**src/rtl/ll_pkg.sv**
```systemverilog
// Shared encodings for the lunar lander keypad decoder: display select codes,
// command key codes and key classification helpers.
package ll_pkg;

  localparam logic [1:0] SEL_THRUST = 2'd0;
  localparam logic [1:0] SEL_FUEL   = 2'd1;
  localparam logic [1:0] SEL_VEL    = 2'd2;
  localparam logic [1:0] SEL_ALT    = 2'd3;

  localparam logic [4:0] KEY_W = 5'd16;
  localparam logic [4:0] KEY_X = 5'd17;
  localparam logic [4:0] KEY_Y = 5'd18;
  localparam logic [4:0] KEY_Z = 5'd19;

  // Velocities at or above this BCD value are negative in 10's complement.
  localparam logic [15:0] BCD_NEG_MIN = 16'h5000;

  function automatic logic key_is_digit(input logic [4:0] k);
    return k <= 5'd9;
  endfunction

  function automatic logic key_is_cmd(input logic [4:0] k);
    return (k >= KEY_W) && (k <= KEY_Z);
  endfunction

endpackage

```
**src/rtl/bcdaddsub4.sv**
```systemverilog
// Four-digit BCD adder/subtractor: s = a + b (op=0) or a - b (op=1), 10's complement.
module bcdaddsub4 (
  input  logic        op,
  input  logic [15:0] a,
  input  logic [15:0] b,
  output logic [15:0] s
);

  logic       c;
  logic [3:0] bd;
  logic [4:0] t;

  // Subtraction adds the 9's complement of b with a carry-in of one.
  always_comb begin
    c  = op;
    bd = 4'd0;
    t  = 5'd0;
    s  = 16'h0000;
    for (int i = 0; i < 4; i++) begin
      bd = b[4*i +: 4];
      if (op) bd = 4'd9 - bd;
      t = {1'b0, a[4*i +: 4]} + {1'b0, bd} + {4'b0000, c};
      if (t > 5'd9) begin
        t = t + 5'd6;
        c = 1'b1;
      end else begin
        c = 1'b0;
      end
      s[4*i +: 4] = t[3:0];
    end
  end

endmodule

```
**src/rtl/ll_keydec.sv**
```systemverilog
// Lander keypad decoder: digit keys set thrust, W-Z pick the display quantity.
// Optional key holdoff window is enabled with KEYDEC_HOLDOFF_EN.
module ll_keydec
  import ll_pkg::*;
#(
  parameter logic [15:0] THRUST_INIT = 16'h0005,
  parameter int          HOLDOFF     = 8
) (
  input  logic        hz100,
  input  logic        reset,
  input  logic [4:0]  keycode,
  input  logic        keyclk,
  input  logic        frozen,
  input  logic [15:0] alt,
  input  logic [15:0] vel,
  input  logic [15:0] fuel,
  output logic [15:0] thrust,
  output logic [1:0]  sel,
  output logic        key_evt,
  output logic [15:0] disp,
  output logic        disp_neg
);

  logic        keyclk_q, key_evt_q, disp_neg_q, disp_neg_d;
  logic [15:0] thrust_q, disp_q, disp_d, vel_neg;
  logic [1:0]  sel_q;
  logic        rise, accept, is_digit, is_cmd, key_ok;

  assign rise     = keyclk & ~keyclk_q;
  assign is_digit = key_is_digit(keycode);
  assign is_cmd   = key_is_cmd(keycode);
  assign key_ok   = is_digit | is_cmd;

`ifdef KEYDEC_HOLDOFF_EN
  localparam int HW = (HOLDOFF > 1) ? $clog2(HOLDOFF) : 1;
  logic [HW-1:0] hold_q, hold_d;

  assign accept = rise & (hold_q == '0);

  always_comb begin
    hold_d = hold_q;
    if (accept & key_ok)    hold_d = HW'(HOLDOFF - 1);
    else if (hold_q != '0)  hold_d = hold_q - 1'b1;
  end

  always_ff @(posedge hz100) begin
    if (reset) hold_q <= '0;
    else       hold_q <= hold_d;
  end
`else
  assign accept = rise;
`endif

  bcdaddsub4 u_neg (
    .op (1'b1),
    .a  (16'h0000),
    .b  (vel),
    .s  (vel_neg)
  );

  always_comb begin
    disp_d     = alt;
    disp_neg_d = 1'b0;
    case (sel_q)
      SEL_THRUST: disp_d = thrust_q;
      SEL_FUEL:   disp_d = fuel;
      SEL_VEL: begin
        if (vel >= BCD_NEG_MIN) begin
          disp_d     = vel_neg;
          disp_neg_d = 1'b1;
        end else begin
          disp_d = vel;
        end
      end
      default:    disp_d = alt;
    endcase
  end

  always_ff @(posedge hz100) begin
    if (reset) begin
      // Tracking keyclk during reset means a key held through release gives no rise.
      keyclk_q   <= keyclk;
      key_evt_q  <= 1'b0;
      thrust_q   <= THRUST_INIT;
      sel_q      <= SEL_ALT;
      disp_q     <= 16'h0000;
      disp_neg_q <= 1'b0;
    end else begin
      keyclk_q   <= keyclk;
      key_evt_q  <= accept & key_ok;
      if (accept & is_digit & ~frozen) thrust_q <= {12'h000, keycode[3:0]};
      if (accept & is_cmd)             sel_q    <= keycode[1:0];
      disp_q     <= disp_d;
      disp_neg_q <= disp_neg_d;
    end
  end

  assign thrust   = thrust_q;
  assign sel      = sel_q;
  assign key_evt  = key_evt_q;
  assign disp     = disp_q;
  assign disp_neg = disp_neg_q;

endmodule

```
**config.mk**
```make
export PLATFORM = sky130hd
export DESIGN_NAME = ll_keydec
export DESIGN_NICKNAME = d
export VERILOG_FILES = /design/src/rtl/ll_pkg.sv /design/src/rtl/bcdaddsub4.sv /design/src/rtl/ll_keydec.sv
export SDC_FILE = /design/constraint.sdc
export NUM_CORES = 1
export LEC_CHECK = 0
export BUFFER_PORTS_ARGS = -buffer_cell sky130_fd_sc_hd__clkbuf_2
export CAP_MARGIN = 20
export CORE_ASPECT_RATIO = 1.2
export CORE_MARGIN = 5
export CORE_UTILIZATION = 49
export DETAILED_ROUTE_END_ITERATION = 8
export GPL_ROUTABILITY_DRIVEN = 0
export PLACE_DENSITY = 0.81
export SYNTH_ARGS = -nofsm -noshare
export SYNTH_HDL_FRONTEND = slang
export SYNTH_SLANG_ARGS = --single-unit
```
**constraint.sdc**
```tcl
create_clock -name hz100 -period 7.6 [get_ports hz100]
set_clock_uncertainty 0.1 [all_clocks]
set_input_delay 1.14 -clock hz100 [delete_from_list [all_inputs] [get_ports hz100]]
set_output_delay 1.14 -clock hz100 [all_outputs]
set_load 0.02 [all_outputs]
```
==> results of run 1 <==
## per-layer routing
metal  share of wire  vias up  track usage
li1                -     1151            -
met5               0        -            0
met4           0.015        0      0.07215
met3           0.088        8      0.02725
met1            0.39     1048       0.2520
met2            0.51       90       0.3539
## metrics by stage
stage          utilization  instance area (µm²)  std cells  power [mW]
2_1_floorplan            -                 2360        301      0.2601
3_3_place_gp        0.5852                 2689        414      0.2955
3_5_place_dp        0.5852                 2689        414      0.2984
4_1_cts             0.5950                 2734        418      0.3794
5_1_grt             0.5956                 2736        418      0.4048
6_report            0.5956                 2736        418      0.3788
## critical path, delay by kind of cell
family,cells,cell delay [ns]
fa+ha+maj,8,2.35
compound gates,9,2.04
buf+inv,3,0.30
xor+xnor,2,0.48
simple gates,6,0.85
## state kept, by name (all words and copies together), names as in the netlist
| register | count |
|---|---|
| thrust | 4 |
| disp | 16 |
| disp_neg | 1 |
| key_evt | 1 |
| sel | 2 |
| keyclk_q | 1 |
## cell type report
| type | count | area, µm² | area share |
|---|---|---|---|
| Multi-Input combinational cell | 229 | 1632 | 0.5962 |
| Sequential cell | 25 | 500.5 | 0.1829 |
| Timing Repair Buffer | 81 | 407.9 | 0.1491 |
| Inverter | 21 | 78.83 | 0.02881 |
| Tap cell | 58 | 72.57 | 0.02652 |
| Clock buffer | 4 | 45.04 | 0.01646 |
## cells in the mapped netlist, types with 4 or more instances
library cell,number,area share
sky130_fd_sc_hd__buf_4,12,0.039
sky130_fd_sc_hd__nand2b_1,7,0.019
sky130_fd_sc_hd__nand2_1,33,0.053
sky130_fd_sc_hd__mux2i_1,11,0.047
sky130_fd_sc_hd__inv_1,21,0.034
sky130_fd_sc_hd__nor2_1,12,0.019
sky130_fd_sc_hd__o21ai_0,17,0.037
sky130_fd_sc_hd__o211ai_1,4,0.013
sky130_fd_sc_hd__o31ai_1,5,0.016
sky130_fd_sc_hd__a21oi_1,9,0.019
sky130_fd_sc_hd__o22ai_1,7,0.019
sky130_fd_sc_hd__nor2b_1,7,0.019
sky130_fd_sc_hd__xor2_1,7,0.026
sky130_fd_sc_hd__clkbuf_1,5,0.0081
sky130_fd_sc_hd__and2_1,4,0.011
sky130_fd_sc_hd__dfxtp_1,25,0.22
sky130_fd_sc_hd__ha_1,21,0.11
sky130_fd_sc_hd__o21ai_1,5,0.011
sky130_fd_sc_hd__nor3_1,9,0.019
sky130_fd_sc_hd__buf_2,7,0.015
sky130_fd_sc_hd__xnor2_1,6,0.023
## power by group through the flow
stage / clock, mW / combinational [mW] / sequential (mW)
2_1_floorplan: 0 / 0.108 / 0.152
3_3_place_gp: 0 / 0.152 / 0.144
3_5_place_dp: 0 / 0.155 / 0.144
4_1_cts: 0.0830 / 0.156 / 0.141
5_1_grt: 0.0902 / 0.173 / 0.142
6_report: 0.0812 / 0.157 / 0.141
## logic make-up after synthesis
| family | Yosys count | synth area share |
|---|---|---|
| compound gates | 83 | 0.2655 |
| xor+xnor | 14 | 0.05613 |
| fa+ha+maj | 21 | 0.1133 |
| buf+inv | 47 | 0.09930 |
| flops | 25 | 0.2159 |
| mux | 13 | 0.06206 |
| other cells | 1 | 0.001617 |
| simple gates | 86 | 0.1862 |
## path summary, 6_finish.rpt
check,startpoint,endpoint,depth (start not counted)
setup / recovery,vel[1],disp[13],28
setup reg to reg,sel[1],disp[1],4
hold reg to reg,thrust[0],thrust[0],2
hold / removal,thrust[0],thrust[0],2
==> qor.log, run 1 <==
INFO  critical_path  worstPathRequired=7.67ns
INFO  critical_path  cp.arrival=7.14ns
INFO  synth          synth-seq-area-share=0.2159
INFO  critical_path  critical-path-slowest-cell=sky130_fd_sc_hd__ha_1
INFO  outcome        run_status=finished, final reports clean
INFO  drt            firstDrtPassIters=4
INFO  timing         hold-worst-slack=0.4196ns
INFO  critical_path  critPathLaunchType=input port
INFO  layout         antenna_cells=0
INFO  timing         finalSetupTns=0ns
INFO  placement      portBuffers=80
INFO  placement      dp_hpwl=5006µm
INFO  timing         finalHoldViolCount=0
INFO  synth          postSynthAreaPerCell=7.995µm²
INFO  power_and_ir_drop power.net_switching=138.4µW
INFO  drt            drcViolationCount=0
INFO  clock_tree     numClockSinks=25
INFO  timing         layout_min_cycle_time=7.072ns
INFO  clock_tree     clock_path_buffers=2
INFO  power_and_ir_drop power_density=138.4mW/mm²
INFO  power_and_ir_drop switching_share=0.3655
INFO  global_routing grt_antenna_before_repair=0
INFO  clock_tree     number_of_instances_resized_during_post_cts_repair=0
INFO  synth          synthArstFlopShare=0
INFO  timing         fmax=141.4MHz
INFO  global_routing grt_start_max_net_pins=26
INFO  clock_tree     cts.root.buffer_cell=sky130_fd_sc_hd__clkbuf_8
INFO  clock_tree     ctsHtreeMaxLevel=1
INFO  layout         commonest_cells_after_routing_fill_and_taps_aside=sky130_fd_sc_hd__clkbuf_2, sky130_fd_sc_hd__nand2_1, sky130_fd_sc_hd__dfxtp_1
INFO  clock_tree     cts.clk_slew.worst_paths=0.09ns
INFO  floorplan      initial_utilization=0.5046
INFO  layout         areaGrowthSynthToFinish=18.02%
INFO  floorplan      rows=27
INFO  timing         finalSetupViolations=0
INFO  timing         slew-limit-headroom=0.3687
INFO  timing         maxSlewViolCount=0
INFO  synth          ys_dominant_reg_cell=sky130_fd_sc_hd__dfxtp_1
INFO  critical_path  timing.critical_path.slowest_cell_delay=0.44ns
INFO  layout         leading_cell_type_in_the_layout_fill_and_taps_excluded=sky130_fd_sc_hd__clkbuf_2
INFO  power_and_ir_drop worst_ir_drop_vdd=0.07266mV
INFO  placement      dp_worst_setup_slack=0.1887ns
INFO  drt            routed_wl=6198µm
INFO  critical_path  setup.worst_path.end_class=flip-flop
INFO  floorplan      die_area=0.006213mm²
INFO  critical_path  cp_common_cell=sky130_fd_sc_hd__ha_1
INFO  power_and_ir_drop power.share.combinational=0.414
INFO  synth          synth_edf_count=0
INFO  clock_tree     worstSkewPairLatency=0.27ns
INFO  global_routing globalRouteTotalUtil=0.2036
INFO  floorplan      boundaryPins=93
INFO  clock_tree     tritoncts.num_buffers=3
INFO  flow_run       max_cap_viol_count=0
INFO  clock_tree     post-cts-setup-buffer-count=0
INFO  critical_path  criticalPathCategory=input port to flip-flop
INFO  drt            drt_iter0_drc=180
INFO  global_routing grt_remaining_overflow=0
INFO  timing         post-route-worst-setup-slack=0.5280ns
INFO  global_routing grt_pass1_vias=2277
INFO  drt            drt-vias-per-instance=5.495
INFO  drt            final_antenna_net_count=0
INFO  drt            via_count=2297
INFO  critical_path  critical_path.max_fanout=11
INFO  synth          yosysUniqueCellTypes=65
INFO  power_and_ir_drop power.clock.fraction=0.214
INFO  floorplan      dieHeight=85.35µm
INFO  timing         worst_pin_slew=0.9401ns
INFO  synth          synth-warning-count=0
INFO  synth          postSynthRegisterBits=25
INFO  critical_path  r2r_setup_slack=5.20ns
INFO  timing         post-route-period-util=0.9305
INFO  layout         layout.filler_cells=435
INFO  floorplan      coreArea=0.004594mm²
INFO  synth          cells_after_synthesis=290
INFO  layout         nNetsFinal=439
INFO  power_and_ir_drop leakage=1.428nW
INFO  power_and_ir_drop internal_power=240.3µW
INFO  drt            detail_route.wl_per_cell=14.83µm
INFO  clock_tree     cts_tree=built
INFO  floorplan      dieWidth=72.80µm
INFO  synth          post_synth_instance_area=0.002318mm²
INFO  clock_tree     hold_buffers=0
INFO  global_routing grt_pass1_wl=10290µm
INFO  worst_hold_path hold_class=flip-flop to flip-flop
INFO  power_and_ir_drop p_seq_frac=0.371
INFO  timing         unrepaired_setup_endpoints_after_global_routing=false
INFO  layout         ratio_of_cells_with_drive_above_1_in_the_final_layout=0.2611
Power figures use the tool's default switching activity.
==> inputs of run 2 (changes only) <==
Settings changed: CORE_UTILIZATION 49 to 51, PLACE_DENSITY 0.81 to 0.82, SYNTH_HIERARCHICAL set to 1.
==> run 2 against run 1 <==
Power is 58% higher; sequential cell count unchanged; via count increased by 12%; core utilization grew 12 points; design area increased by 28%; hold slack worse by 0.017 ns; first-iteration DRC count down 8.3%; setup slack worse by 0.50 ns; fmax is 6.6% lower; register-to-register slack about the same; sequential power about the same; synthesized cell count is 3.1% higher; critical path type unchanged; critical endpoint unchanged.
==> qor.log, run 2 <==
INFO  floorplan      dieHeight=87.91µm [+3.0%]
INFO  layout         ratio_of_cells_with_drive_above_1_in_the_final_layout=0.3929 [+0.1317]
INFO  clock_tree     worstSkewPairLatency=0.26ns [about the same]
INFO  critical_path  cp.arrival=7.64ns [+0.50 ns]
INFO  layout         antenna_cells=0 [unchanged]
INFO  timing         finalSetupViolations=0 [unchanged]
INFO  synth          yosysUniqueCellTypes=46 [-29%]
INFO  power_and_ir_drop internal_power=370.0µW [+54%]
INFO  critical_path  timing.critical_path.slowest_cell_delay=0.53ns [+0.09 ns]
INFO  layout         largest_reg_flops=16 [unchanged]
INFO  floorplan      boundaryPins=93 [unchanged]
INFO  synth          synth_top_area_share=0.1940 [-0.02188]
INFO  timing         finalSetupTns=0ns [unchanged]
INFO  global_routing grt_pass1_wl=9763µm [-5.2%]
INFO  clock_tree     cts_tree=built
INFO  synth          cells_after_synthesis=299 [+3.1%]
INFO  drt            drt-vias-per-instance=5.363 [-2.4%]
INFO  flow_run       max_cap_viol_count=0 [unchanged]
INFO  clock_tree     clock_path_buffers=2 [unchanged]
INFO  power_and_ir_drop total_power=598.9µW [+58%]
INFO  clock_tree     numClockSinks=25 [unchanged]
INFO  global_routing grt_remaining_overflow=0 [unchanged]
INFO  timing         slew-limit-headroom=0.3342 [-0.03453]
INFO  synth          synth_edf_count=0 [unchanged]
INFO  layout         commonest_cells_after_routing_fill_and_taps_aside=sky130_fd_sc_hd__clkbuf_2, sky130_fd_sc_hd__conb_1, sky130_fd_sc_hd__buf_4
INFO  drt            via_count=2574 [+12%]
INFO  global_routing grt_start_max_net_pins=28 [+7.7%]
INFO  power_and_ir_drop power.clock.fraction=0.131 [-0.083]
INFO  critical_path  critical_path.max_fanout=4 [-7]
INFO  power_and_ir_drop worst_ir_drop_vdd=0.09845mV [+35%]
INFO  floorplan      die_area=0.006587mm² [+6.0%]
INFO  placement      post_dp_cell_area=0.003272mm² [+22%]
INFO  synth          postSynthRegisterBits=25 [unchanged]
INFO  clock_tree     tritoncts.num_buffers=3 [unchanged]
INFO  synth          synth_most_common_cell=sky130_fd_sc_hd__dfxtp_1
INFO  floorplan      initial_utilization=0.5223 [+0.01766]
INFO  power_and_ir_drop power_density=170.5mW/mm² [+23%]
INFO  placement      place_inst=471 [+14%]
INFO  synth          synth-warning-count=6 [+6]
INFO  global_routing globalRouteTotalUtil=0.1857 [-0.01796]
INFO  timing         worst_pin_slew=0.9973ns [+0.05718 ns]
INFO  synth          synth.largest_area_cell=sky130_fd_sc_hd__dfxtp_1
INFO  outcome        run_status=finished, final reports clean
INFO  clock_tree     cts.clk_slew.worst_paths=0.08ns [about the same]
INFO  critical_path  worstPathRequired=7.67ns [about the same]
INFO  timing         unrepaired_setup_endpoints_after_global_routing=true
INFO  synth          ys_top_cells_by_count=sky130_fd_sc_hd__dfxtp_1, sky130_fd_sc_hd__nor2_1, sky130_fd_sc_hd__ha_1, sky130_fd_sc_hd__inv_1, sky130_fd_sc_hd__a21oi_1
INFO  floorplan      coreArea=0.004940mm² [+7.5%]
INFO  synth          synthArstFlopShare=0 [unchanged]
INFO  clock_tree     cts.root.buffer_cell=sky130_fd_sc_hd__clkbuf_8
INFO  placement      dp_hpwl=5346µm [+6.8%]
INFO  floorplan      rows=28 [+3.7%]
INFO  critical_path  criticalPathCategory=input port to flip-flop
INFO  layout         finalInstanceArea=0.003513mm² [+28%]
INFO  global_routing grt_antenna_before_repair=0 [unchanged]
INFO  synth          synth-seq-area-share=0.1940 [-0.02188]
INFO  synth          postSynthAreaPerCell=8.629µm² [+7.9%]
INFO  power_and_ir_drop power.share.combinational=0.632 [+0.218]
INFO  layout         non_filler_cells_final=480 [+15%]
INFO  critical_path  critPathLaunchType=input port
INFO  timing         finalHoldViolCount=0 [unchanged]
INFO  timing         layout_min_cycle_time=7.572ns [+0.5000 ns]
INFO  layout         layout.filler_cells=367 [-16%]
INFO  drt            routed_wl=6786µm [+9.5%]
INFO  timing         post-route-period-util=0.9963 [+0.06579]
INFO  synth          post_synth_instance_area=0.002580mm² [+11%]
INFO  layout         regArea=500.5µm² [unchanged]
INFO  power_and_ir_drop switching_share=0.3822 [+0.01664]
INFO  layout         multi_input_area=0.002127mm² [+30%]
INFO  power_and_ir_drop power.net_switching=228.9µW [+65%]
INFO  timing         hold-worst-slack=0.4029ns [-0.01670 ns]
INFO  drt            detail_route.wl_per_cell=14.14µm [-4.7%]
INFO  layout         nNetsFinal=508 [+16%]
INFO  timing         fmax=132.1MHz [-6.6%]
INFO  global_routing grt_pass1_vias=2309 [+1.4%]
INFO  timing         maxSlewViolCount=0 [unchanged]
INFO  drt            final_antenna_net_count=0 [unchanged]
INFO  critical_path  setup.worst_path.end_class=flip-flop
INFO  worst_hold_path hold_class=flip-flop to flip-flop
INFO  drt            drt_iter0_drc=165 [-8.3%]
INFO  layout         leading_cell_type_in_the_layout_fill_and_taps_excluded=sky130_fd_sc_hd__clkbuf_2
INFO  floorplan      dieWidth=74.93µm [+2.9%]
INFO  critical_path  critical-path-slowest-cell=sky130_fd_sc_hd__fa_2
INFO  synth          ys_dominant_reg_cell=sky130_fd_sc_hd__dfxtp_1
INFO  placement      portBuffers=80 [unchanged]
INFO  drt            firstDrtPassIters=4 [unchanged]
INFO  clock_tree     ctsHtreeMaxLevel=1 [unchanged]
INFO  drt            drcViolationCount=0 [unchanged]
INFO  layout         areaGrowthSynthToFinish=36.18%
INFO  power_and_ir_drop p_seq_frac=0.237 [-0.134]
INFO  power_and_ir_drop leakage=1.704nW [+19%]
INFO  critical_path  cp_common_cell=sky130_fd_sc_hd__fa_2
INFO  synth          synth_top_cells_by_area=sky130_fd_sc_hd__dfxtp_1, sky130_fd_sc_hd__ha_1, sky130_fd_sc_hd__mux2i_1, sky130_fd_sc_hd__fa_1, sky130_fd_sc_hd__xnor2_1
[run 2: stage by stage]
step | utilization | setup slack [ns]
floorplan | - | 1.213
CTS | 0.6771 | -0.03408
finish | 0.7112 | 0.02800
global route | 0.7112 | -0.2459
global placement | 0.6624 | -0.3450
detailed placement | 0.6624 | -0.6197
[run 2: timing repair]
action,in CTS,in global routing
hold buffers,0,0
endpoints found under the setup margin,2,3
gates resized for setup,4,35
gates cloned,0,0
setup buffers,2,3
pin swaps,9,7
[run 2: final cells by class]
class                           instances  share of cell area
Clock buffer                            4             0.01282
Tap cell                               60             0.02137
Multi-Input combinational cell        256              0.6054
Timing Repair Buffer                  114              0.1941
Sequential cell                        25              0.1425
Inverter                               21             0.02386
[run 2: kinds of logic after synthesis]
logic type	Yosys count	synth area share
AND/OR/NAND/NOR	77	0.1799
AO/OA/AOI/OAI	79	0.2226
adder cells (fa/ha/maj)	30	0.1659
XOR/XNOR	18	0.06111
buffers and inverters	50	0.1009
multiplexers	18	0.07274
flip-flops	25	0.1940
other	2	0.002911
[run 2: final timing paths]
kind	depth (start not counted)	endpoint	slack, ns	start
worst max register to register	3	disp[10]	5.19	sel[1]
worst min-delay path	2	thrust[3]	0.40	thrust[3]
worst max-delay path	32	disp[13]	0.03	vel[1]
worst min register to register	2	thrust[3]	0.40	thrust[3]
[run 2: power by group through the flow]
stage / Combinational (mW) / Sequential, mW / Clock, mW
2_1_floorplan: 0.201 / 0.152 / 0
3_3_place_gp: 0.307 / 0.145 / 0
3_5_place_dp: 0.316 / 0.145 / 0
4_1_cts: 0.323 / 0.142 / 0.0786
5_1_grt: 0.415 / 0.143 / 0.0842
6_report: 0.379 / 0.142 / 0.0783
[run 2: routing by layer]
layer | GRT usage | routed length [µm]
met1 | 0.2331 | 2900
met2 | 0.3281 | 3322
met3 | 0.01493 | 451
met4 | 0.06311 | 111
met5 | 0 | 0
[run 2: worst max-delay path, delay by kind of cell]
family                     cells  cell delay [ns]
adders and majority gates     11             3.45
AOI/OAI and AO/OA             10             1.58
xor gates and xnor gates       4             0.86
buffers and inverters          5             0.31
and+or+nand+nor                2             0.30
==> inputs of run 3 (changes only) <==
Settings changed: CELL_PAD_IN_SITES_DETAIL_PLACEMENT set to 0, CELL_PAD_IN_SITES_GLOBAL_PLACEMENT set to 1, CORE_UTILIZATION 51 to 37, PLACE_DENSITY 0.82 to not set, PLACE_DENSITY_LB_ADDON set to 0.1.
==> run 3 against run 2 <==
The run now ends with negative setup slack left; via count down 2.6%; combinational power up 2%; hold slack worse by 0.0061 ns.
==> qor.log, run 3 (synthesis gave the netlist of run 2 again) <==
INFO  outcome        run_status=finished with violations
INFO  outcome        violations=negative setup slack
INFO  worst_hold_path worst_hold_startpoint=thrust[3]
INFO  critical_path  criticalPathCategory=input port to flip-flop
INFO  clock_tree     tritoncts.num_buffers=3 [unchanged]
INFO  critical_path  timing.rr.end=disp[7]
INFO  critical_path  setup.worst_path.end_class=flip-flop
INFO  critical_path  critical-path-slowest-cell=sky130_fd_sc_hd__fa_2
INFO  timing         layout_min_cycle_time=7.750ns [+0.1781 ns]
INFO  power_and_ir_drop p_seq_frac=0.231 [-0.006]
INFO  critical_path  r2r_setup_slack=5.43ns [+0.24 ns]
INFO  drt            via_count=2506 [-2.6%]
INFO  placement      place_inst=498 [+5.7%]
INFO  layout         antenna_cells=0 [unchanged]
INFO  flow_run       max_cap_viol_count=0 [unchanged]
INFO  floorplan      dieHeight=101.5µm [+15%]
INFO  power_and_ir_drop switching_share=0.3811 [-0.001030]
INFO  timing         finalSetupViolations=2 [+2]
INFO  critical_path  critPathLaunchType=input port
INFO  clock_tree     cts.root.buffer_cell=sky130_fd_sc_hd__clkbuf_8
INFO  layout         non_filler_cells_final=513 [+6.9%]
INFO  power_and_ir_drop power.clock.fraction=0.137 [+0.006]
INFO  power_and_ir_drop power.net_switching=232.7µW [+1.7%]
INFO  global_routing globalRouteTotalUtil=0.1629 [-0.02279]
INFO  placement      portBuffers=80 [unchanged]
INFO  layout         commonest_cells_after_routing_fill_and_taps_aside=sky130_fd_sc_hd__clkbuf_2, sky130_fd_sc_hd__buf_4, sky130_fd_sc_hd__conb_1
INFO  clock_tree     hold_buffers=0 [unchanged]
INFO  worst_hold_path hold_depth=2 [unchanged]
INFO  timing         slew-limit-headroom=0.5386 [+0.2044]
INFO  timing         worst_pin_slew=0.6907ns [-0.3066 ns]
INFO  layout         nNetsFinal=514 [+1.2%]
INFO  critical_path  cp.arrival=7.83ns [+0.19 ns]
INFO  critical_path  reg2regPathDepth=4 [+1]
INFO  floorplan      rows=33 [+18%]
INFO  global_routing grt_start_max_net_pins=28 [unchanged]
INFO  drt            drcViolationCount=0 [unchanged]
INFO  layout         leading_cell_type_in_the_layout_fill_and_taps_excluded=sky130_fd_sc_hd__clkbuf_2
INFO  drt            drt_iter0_drc=90 [-45%]
INFO  layout         multi_input_area=0.002147mm² [+0.94%]
INFO  critical_path  worstPathRequired=7.68ns [about the same]
INFO  clock_tree     clock_path_buffers=2 [unchanged]
INFO  drt            drt-vias-per-instance=4.885 [-8.9%]
INFO  drt            routed_wl=7291µm [+7.4%]
INFO  global_routing grt_pass1_vias=2474 [+7.1%]
INFO  floorplan      coreArea=0.006813mm² [+38%]
INFO  timing         fmax=129.0MHz [-2.3%]
INFO  layout         ratio_of_cells_with_drive_above_1_in_the_final_layout=0.4155 [+0.02264]
INFO  power_and_ir_drop power.share.combinational=0.632 [about the same]
INFO  layout         finish.utilization=0.5271 [-0.1842]
INFO  placement      dp_hpwl=5709µm [+6.8%]
INFO  worst_hold_path hold_class=flip-flop to flip-flop
INFO  clock_tree     cts.clk_slew.worst_paths=0.10ns [+0.02 ns]
INFO  floorplan      boundaryPins=93 [unchanged]
INFO  clock_tree     worstSkewPairLatency=0.27ns [about the same]
INFO  global_routing grt_antenna_before_repair=0 [unchanged]
INFO  clock_tree     ctsHtreeMaxLevel=1 [unchanged]
INFO  drt            detail_route.wl_per_cell=14.21µm [+0.53%]
INFO  power_and_ir_drop internal_power=377.9µW [+2.1%]
INFO  timing         maxSlewViolCount=0 [unchanged]
INFO  clock_tree     cts_tree=built
INFO  drt            final_antenna_net_count=0 [unchanged]
INFO  critical_path  critical_path.max_fanout=4 [unchanged]
INFO  timing         post-route-period-util=1.020 [+0.02343]
INFO  floorplan      initial_utilization=0.3787 [-0.1436]
INFO  power_and_ir_drop leakage=1.728nW [+1.5%]
INFO  critical_path  r2r_start=sel[1]
INFO  timing         unrepaired_setup_endpoints_after_global_routing=true
INFO  global_routing grt_pass1_wl=11560µm [+18%]
INFO  timing         hold-worst-slack=0.3967ns [-0.006137 ns]
INFO  clock_tree     numClockSinks=25 [unchanged]
INFO  drt            firstDrtPassIters=4 [unchanged]
INFO  critical_path  timing.critical_path.slowest_cell_delay=0.45ns [-0.08 ns]
INFO  global_routing grt_remaining_overflow=0 [unchanged]
INFO  floorplan      die_area=0.008750mm² [+33%]
INFO  worst_hold_path hold-path-endpoint=thrust[3]
INFO  floorplan      dieWidth=86.23µm [+15%]
INFO  layout         regArea=500.5µm² [unchanged]
INFO  power_and_ir_drop power_density=170.1mW/mm² [-0.25%]
INFO  critical_path  cp_common_cell=sky130_fd_sc_hd__fa_2
INFO  layout         areaGrowthSynthToFinish=39.19%
INFO  timing         post-route-worst-setup-slack=-0.1501ns [-0.1781 ns]
INFO  layout         largest_reg_flops=16 [unchanged]
INFO  layout         layout.filler_cells=660 [+80%]
INFO  timing         finalSetupTns=-0.2700ns [-0.2700 ns]
INFO  power_and_ir_drop worst_ir_drop_vdd=0.07455mV [-24%]
INFO  timing         finalHoldViolCount=0 [unchanged]
[run 3: cell count changes in the layout (fill, tap and decap cells not counted), sizes merged]
cell and change:
clkinvlp +1, buf +4, clkbuf +1
[run 3: worst max-delay path by stage]
stage / slack, ns / start / to
detailed placement: -0.61 / vel[1] / disp[13]
global placement: -0.49 / vel[1] / disp[13]
finish: -0.15 / vel[0] / disp[13]
global route: -0.43 / vel[0] / disp[13]
CTS: 0.02 / vel[1] / disp[13]
floorplan: 1.21 / vel[4] / disp[13]
[run 3: power groups by stage]
stage	registers (mW)	logic, mW	clock network (mW)
final	0.141	0.386	0.0837
after global routing	0.142	0.426	0.0924
after CTS	0.141	0.329	0.0871
after detailed placement	0.144	0.318	0
after global placement	0.144	0.315	0
after floorplan	0.152	0.201	0
[run 3: cell type report]
| class | instances | share of cell area |
|---|---|---|
| Sequential cell | 25 | 0.1394 |
| Clock inverter | 1 | 0.002091 |
| Multi-Input combinational cell | 256 | 0.5979 |
| Clock buffer | 3 | 0.01150 |
| Inverter | 21 | 0.02195 |
| Tap cell | 87 | 0.03031 |
| Timing Repair Buffer | 120 | 0.1969 |
[run 3: timing repair]
action,CTS,global route
gates resized for setup,4,33
setup endpoints to repair,2,3
pin swaps,10,21
cloned,0,0
setup buffers,4,7
[run 3: metrics by stage]
stage	total power, mW	setup WS [ns]	area (µm²)
detailed placement	0.4619	-0.6114	3306
floorplan	0.3536	1.213	2760
global route	0.6602	-0.4252	3591
CTS	0.5575	0.01971	3395
finish	0.6106	-0.1501	3591
global placement	0.4588	-0.4867	3306
[run 3: critical path, delay by kind of cell]
kind / cells / cell delay, ns
xor+xnor: 5 / 0.89
compound gates: 9 / 1.61
fa+ha+maj: 10 / 3.43
buf+inv: 3 / 0.23
simple gates: 2 / 0.24
mux: 1 / 0.30
[run 3: metal layers]
metal / share of wire / global-route usage
met1: 0.44 / 0.2138
met2: 0.49 / 0.2872
met3: 0.056 / 0.02034
met4: 0.0058 / 0.03237
met5: 0 / 0
